===== config.mk =====
export PLATFORM = sky130hd
export DESIGN_NAME = arith_pipe
export DESIGN_NICKNAME = d
export VERILOG_FILES = /design/src/rtl/arith_pipe_pkg.sv /design/src/rtl/arith_seg.sv /design/src/rtl/arith_pipe.sv
export SDC_FILE = /design/constraint.sdc
export NUM_CORES = 1
export LEC_CHECK = 0
export BUFFER_PORTS_ARGS = -buffer_cell sky130_fd_sc_hd__buf_2
export CAP_MARGIN = 30
export CORE_MARGIN = 5
export CORE_UTILIZATION = 60
export DETAILED_ROUTE_END_ITERATION = 12
export PLACE_DENSITY = 0.81
export SYNTH_ARGS = -nofsm -noshare
export SYNTH_HDL_FRONTEND = slang
export SYNTH_SLANG_ARGS = --single-unit

===== constraint.sdc =====
create_clock -name clk -period 9.1 [get_ports clk]
set_input_delay 0.91 -clock clk [delete_from_list [all_inputs] [get_ports clk]]
set_output_delay 0.91 -clock clk [all_outputs]
set_load 0.02 [all_outputs]

===== src/rtl/arith_pipe_pkg.sv =====
// Shared definitions for the segmented adder pipeline: operand-select
// encodings and the segment-count derivation.
package arith_pipe_pkg;

  typedef enum logic [1:0] {
    OP_ADD  = 2'b00,
    OP_SUBN = 2'b01,
    OP_ZERO = 2'b10,
    OP_ONES = 2'b11
  } op_e;

  // Number of SEG-bit segments in a WIDTH-bit operand.
  function automatic int calc_nseg(input int width, input int seg);
    return width / seg;
  endfunction

endpackage


===== src/rtl/arith_seg.sv =====
// One SEG-bit registered adder stage of the segmented pipeline. The carry
// out is registered so the next segment sees it one cycle later.
module arith_seg
  import arith_pipe_pkg::*;
#(
  parameter int SEG = 4
) (
  input  logic           clk,
  input  logic           rst,
  input  logic [SEG-1:0] a_seg,
  input  logic [SEG-1:0] y_seg,
  input  logic           c_in,
  input  logic           in_valid,
  input  logic           advance,
  output logic [SEG-1:0] sum_seg,
  output logic           c_out,
  output logic           out_valid
);

  // Register the segment sum, its carry and the stage valid bit on advance.
  always_ff @(posedge clk or posedge rst) begin
    if (rst) begin
      sum_seg   <= '0;
      c_out     <= 1'b0;
      out_valid <= 1'b0;
    end else if (advance) begin
      {c_out, sum_seg} <= {1'b0, a_seg} + {1'b0, y_seg} + {{SEG{1'b0}}, c_in};
      out_valid        <= in_valid;
    end
  end

endmodule


===== src/rtl/arith_pipe.sv =====
// Segmented, globally stalled adder pipeline: {cout,d} = a + Y + cin with
// Y selected from b by sel. Segment k is added in stage k; higher operand
// segments are skewed in, lower sum segments are deskewed out.
// Optional feature: define ARITH_PIPE_SAT_EN to saturate d on signed overflow.
module arith_pipe
  import arith_pipe_pkg::*;
#(
  parameter int WIDTH = 16,
  parameter int SEG   = 4
) (
  input  logic             clk,
  input  logic             rst,
  input  logic             in_valid,
  output logic             in_ready,
  input  logic [WIDTH-1:0] a,
  input  logic [WIDTH-1:0] b,
  input  logic [1:0]       sel,
  input  logic             cin,
  output logic             out_valid,
  input  logic             out_ready,
  output logic [WIDTH-1:0] d,
  output logic             cout,
  output logic             ovf
);

  localparam int NSEG = calc_nseg(WIDTH, SEG);

  logic             advance;
  logic [WIDTH-1:0] y_sel;
  logic [WIDTH-1:0] d_wrap;
  logic [SEG-1:0]   a_use   [NSEG];
  logic [SEG-1:0]   y_use   [NSEG];
  logic [SEG-1:0]   sum_seg [NSEG];
  logic             c_use   [NSEG];
  logic             v_use   [NSEG];
  logic             c_out   [NSEG];
  logic             v_out   [NSEG];
  logic             a_msb_reg;
  logic             y_msb_reg;

  // The whole pipeline moves together unless a held result is refused.
  assign advance  = !out_valid || out_ready;
  assign in_ready = advance;

  // Pick the second operand before stage 0.
  always_comb begin
    y_sel = b;
    case (op_e'(sel))
      OP_ADD:  y_sel = b;
      OP_SUBN: y_sel = ~b;
      OP_ZERO: y_sel = '0;
      OP_ONES: y_sel = '1;
      default: y_sel = b;
    endcase
  end

  genvar gi;
  generate
    for (gi = 0; gi < NSEG; gi++) begin : g_seg
      if (gi == 0) begin : g_first
        assign a_use[gi] = a[SEG-1:0];
        assign y_use[gi] = y_sel[SEG-1:0];
        assign c_use[gi] = cin;
        assign v_use[gi] = in_valid;
      end else begin : g_skew
        logic [SEG-1:0] a_sk_reg [gi];
        logic [SEG-1:0] y_sk_reg [gi];

        // Delay operand segment gi by gi cycles so it meets its carry.
        always_ff @(posedge clk or posedge rst) begin
          if (rst) begin
            for (int i = 0; i < gi; i++) begin
              a_sk_reg[i] <= '0;
              y_sk_reg[i] <= '0;
            end
          end else if (advance) begin
            a_sk_reg[0] <= a[gi*SEG +: SEG];
            y_sk_reg[0] <= y_sel[gi*SEG +: SEG];
            for (int i = 1; i < gi; i++) begin
              a_sk_reg[i] <= a_sk_reg[i-1];
              y_sk_reg[i] <= y_sk_reg[i-1];
            end
          end
        end

        assign a_use[gi] = a_sk_reg[gi-1];
        assign y_use[gi] = y_sk_reg[gi-1];
        assign c_use[gi] = c_out[gi-1];
        assign v_use[gi] = v_out[gi-1];
      end

      arith_seg #(.SEG(SEG)) u_seg (
        .clk       (clk),
        .rst       (rst),
        .a_seg     (a_use[gi]),
        .y_seg     (y_use[gi]),
        .c_in      (c_use[gi]),
        .in_valid  (v_use[gi]),
        .advance   (advance),
        .sum_seg   (sum_seg[gi]),
        .c_out     (c_out[gi]),
        .out_valid (v_out[gi])
      );

      if (gi == NSEG - 1) begin : g_last
        assign d_wrap[gi*SEG +: SEG] = sum_seg[gi];
      end else begin : g_deskew
        logic [SEG-1:0] s_sk_reg [NSEG-1-gi];

        // Hold finished low segments until the top segment completes.
        always_ff @(posedge clk or posedge rst) begin
          if (rst) begin
            for (int i = 0; i < NSEG - 1 - gi; i++) begin
              s_sk_reg[i] <= '0;
            end
          end else if (advance) begin
            s_sk_reg[0] <= sum_seg[gi];
            for (int i = 1; i < NSEG - 1 - gi; i++) begin
              s_sk_reg[i] <= s_sk_reg[i-1];
            end
          end
        end

        assign d_wrap[gi*SEG +: SEG] = s_sk_reg[NSEG-2-gi];
      end
    end
  endgenerate

  // Capture operand sign bits alongside the top segment for the overflow flag.
  always_ff @(posedge clk or posedge rst) begin
    if (rst) begin
      a_msb_reg <= 1'b0;
      y_msb_reg <= 1'b0;
    end else if (advance) begin
      a_msb_reg <= a_use[NSEG-1][SEG-1];
      y_msb_reg <= y_use[NSEG-1][SEG-1];
    end
  end

  assign out_valid = v_out[NSEG-1];
  assign cout      = c_out[NSEG-1];
  assign ovf       = (a_msb_reg == y_msb_reg) && (d_wrap[WIDTH-1] != a_msb_reg);

`ifdef ARITH_PIPE_SAT_EN
  // Clamp to the signed limit on the side of the first operand's sign.
  assign d = !ovf ? d_wrap :
             (a_msb_reg ? {1'b1, {(WIDTH-1){1'b0}}} : {1'b0, {(WIDTH-1){1'b1}}});
`else
  assign d = d_wrap;
`endif

endmodule


==> impl_results.rst <==
.. list-table::
   :header-rows: 1

   * - Metric
     - Value
   * - Largest voltage drop on the vdd net
     - 0.000119 V
   * - Initial antenna violation count
     - 0
   * - Crit-path most repeated cell
     - sky130_fd_sc_hd__buf_2
   * - GRT Residual Overflow
     - 0
   * - Pins Over Slew Limit
     - 0
   * - Total number of placement rows
     - 31
   * - Placement-stage worst setup slack
     - 6.23 ns
   * - Netlist Area Pre-Place
     - 4560 um2
   * - Areal power density over the cells
     - 323 nW/um2
   * - Worst slew pin tran
     - 0.816 ns
   * - Required time of the worst setup path
     - 8.19 ns
   * - Max reg flops
     - 24
   * - Distinct cell type count after synthesis
     - 23
   * - Unrepaired setup endpoints after global routing
     - no
   * - Source-to-sink clock delay at the later pin of the worst-skew pair
     - 0.37 ns
   * - Average cell area after synthesis
     - 9.36 um2
   * - PostCTS Resize Cnt
     - 0
   * - Worst relative slew slack
     - 0.456
   * - Number of hold buffers added after CTS
     - 0
   * - Setup-failing EPs final
     - 0
   * - Origin of the critical flop-to-flop path
     - g_seg[1].g_skew.a_sk_reg[0]$_DFFE_PP0P_
   * - Hold path startpoint
     - d[6]$_DFFE_PP0P_
   * - CP Max Fanout
     - 90
   * - Avg WL per Cell
     - 12.3 um
   * - Worst min path class
     - flop to flop
   * - Maximum number of pins on one net before global-route repair
     - 107
   * - Part of the cycle the worst path needs
     - 0.314
   * - I/O Buffers
     - 58
   * - Residual DRC
     - 0
   * - Remaining antenna violation count after routing
     - 0
   * - CP Data Arrival Time
     - 1.95 ns
   * - DR iter-0 viols
     - 80
   * - Die outline area
     - 9440 um2
   * - Chip Height
     - 97.2 um
   * - Synthesis-to-layout area growth
     - 9.20%
   * - Setup slack after layout
     - 6.24 ns
   * - Cells after synthesis
     - 487
   * - Final RePlAce weighted congestion
     - 0.771
   * - MaxCap Viol Count
     - 0
   * - Area taken by flip-flops and latches
     - 2450 um2
   * - Most frequent cells in the layout
     - sky130_fd_sc_hd__nand2_1 (211), sky130_fd_sc_hd__dfrtp_1 (98), sky130_fd_sc_hd__buf_2 (58)
   * - Filler cell count in the final layout
     - 611
   * - Endpoint kind of the worst setup timing path
     - output port
   * - Most common cell after layout, fill and taps aside
     - sky130_fd_sc_hd__nand2_1
   * - Total area of multi-input combinational cells
     - 1810 um2
   * - Outcome
     - finished clean
   * - DR pass1 iterations
     - 5
   * - Post-detailed-route via-to-cell ratio
     - 5.00
   * - Clock net sink count
     - 98
   * - Die Wd
     - 97.2 um
   * - H-tree depth
     - 3
   * - Inst Count DP
     - 614
   * - Final total negative setup slack
     - 0 ns
   * - Ports placed on the boundary
     - 59
   * - Detail Placement HPWL
     - 5.39 mm
   * - Via count
     - 3155
   * - Register bit count reported by yosys
     - 98
   * - Sequential cell area fraction in the yosys report
     - 0.538
   * - Clock skew
     - 0.0173 ns
   * - TritonCTS clock tree
     - built
   * - Crit. Startpoint
     - out_ready
   * - Share of post-route cells with drive strength above 1
     - 0.158
   * - Final WL
     - 7.76 mm
   * - Critical setup path kind
     - primary input to output port
   * - Number of buffers added for setup after CTS
     - 0
   * - Hold violation total from the final report
     - 0
   * - CTS Buf Count
     - 9
   * - First-pass GRT wire length
     - 13.6 mm
   * - Ordered cell list for the critical path
     - buf_2, nor2b_4, inv_4, buf_2
   * - Slowest cell on the critical path
     - sky130_fd_sc_hd__inv_4
   * - Highest clock frequency the design can meet
     - 349 MHz
   * - Synth Net Count
     - 546
   * - Min Tclk post-route
     - 2.86 ns
   * - Clock tree root driver cell
     - sky130_fd_sc_hd__clkbuf_8
   * - Static Leak
     - 2.55 nW
   * - Largest incremental delay on the critical path
     - 0.57 ns
   * - Number of global-route vias before repair
     - 3130
   * - Yosys warning count
     - 0
   * - Area inside the core boundary
     - 7330 um2
   * - Starting density of the core
     - 0.622
   * - Total Power
     - 1.61 mW
   * - Total track usage
     - 0.175
   * - Clock-pin slew on the worst setup and hold paths
     - 0.09 ns
   * - Type of origin of the critical path
     - primary input
   * - Number of nets in the layout
     - 586
   * - ANT cells
     - 0
   * - Non-filler instance count after layout
     - 631
   * - Clk buf depth
     - 2
==> synth_stat cells <==
master                     number  area share
sky130_fd_sc_hd__nand2b_1       4      0.0055
sky130_fd_sc_hd__o31ai_2        4       0.011
sky130_fd_sc_hd__nor2b_1       18       0.025
sky130_fd_sc_hd__o21ai_0        9      0.0099
sky130_fd_sc_hd__a21oi_1       10       0.011
sky130_fd_sc_hd__nand2_1      211        0.17
sky130_fd_sc_hd__xnor2_1       19       0.037
sky130_fd_sc_hd__nor3_1         4      0.0044
sky130_fd_sc_hd__ha_1          12       0.033
sky130_fd_sc_hd__buf_6          7       0.017
sky130_fd_sc_hd__buf_4          9       0.015
sky130_fd_sc_hd__o21ai_1       15       0.016
sky130_fd_sc_hd__inv_4          1      0.0014
sky130_fd_sc_hd__xor2_1         1      0.0019
sky130_fd_sc_hd__dfrtp_1       98        0.54
sky130_fd_sc_hd__inv_1         17       0.014
sky130_fd_sc_hd__fa_1           8       0.035
sky130_fd_sc_hd__buf_2         16       0.018
sky130_fd_sc_hd__a21o_1         3      0.0049
sky130_fd_sc_hd__o21a_1         8       0.013
sky130_fd_sc_hd__nor2_1         9      0.0074
sky130_fd_sc_hd__a211oi_1       3      0.0049
sky130_fd_sc_hd__nor2b_4        1      0.0030
==> worst paths after layout <==
check | endpoint | slack (ns) | cells after the start
max | in_ready | 6.24 | 4
min | d[6]$_DFFE_PP0P_ | 0.46 | 2
max reg2reg | g_seg[1].u_seg.c_out$_DFFE_PP0P_ | 7.33 | 7
min in group asynchronous | g_seg[2].u_seg.sum_seg[2]$_DFFE_PP0P_ | 0.58 | 2
min reg2reg | d[6]$_DFFE_PP0P_ | 0.46 | 2
max in group asynchronous | g_seg[3].g_skew.y_sk_reg[5]$_DFFE_PP0P_ | 7.44 | 3
==> report_power, final <==
part	internal [mW]	switching, mW	total [mW]
sequential	0.628	0.101	0.729
combinational	0.248	0.368	0.616
clock	0.109	0.153	0.262
==> critical path: cells and delay by family <==
kind | cells | cell delay (ns)
buffers and inverters | 3 | 0.97
and+or+nand+nor | 1 | 0.04
==> layer usage <==
metal / vias up / global-route usage / routed length, um
met4: 0 / 0.0713 / 145
met3: 13 / 0.0510 / 317
met5: - / 0 / 0
li1: 1579 / - / -
met2: 60 / 0.285 / 3670
met1: 1503 / 0.220 / 3630
==> metrics by stage <==
step / hold slack (ns) / utilization / area [um2]
2_1_floorplan: 0.430 / - / 4560
3_3_place_gp: 0.439 / 0.650 / 4760
3_5_place_dp: 0.448 / 0.650 / 4760
4_1_cts: 0.472 / 0.675 / 4950
5_1_grt: 0.487 / 0.679 / 4980
6_report: 0.465 / 0.679 / 4980
==> cells by family (layout without fill, tap and decap cells) <==
kind of cell | after synthesis | after routing | synth area share
AND/OR/NAND/NOR | 247 | 247 | 0.219
flip-flops | 98 | 98 | 0.538
AO/OA/AOI/OAI | 52 | 52 | 0.0714
buffers and inverters | 50 | 95 | 0.0651
adder cells (fa/ha/maj) | 20 | 20 | 0.0681
XOR/XNOR | 20 | 20 | 0.0384
==> area by class of cell <==
cell class,instances,area share
Inverter,18,0.0146
Clock buffer,10,0.0277
Sequential cell,98,0.493
Clock inverter,6,0.00981
Multi-Input combinational cell,339,0.363
Timing Repair Buffer,61,0.0669
Tap cell,99,0.0249
No activity file was read; power rests on OpenSTA's default activity.
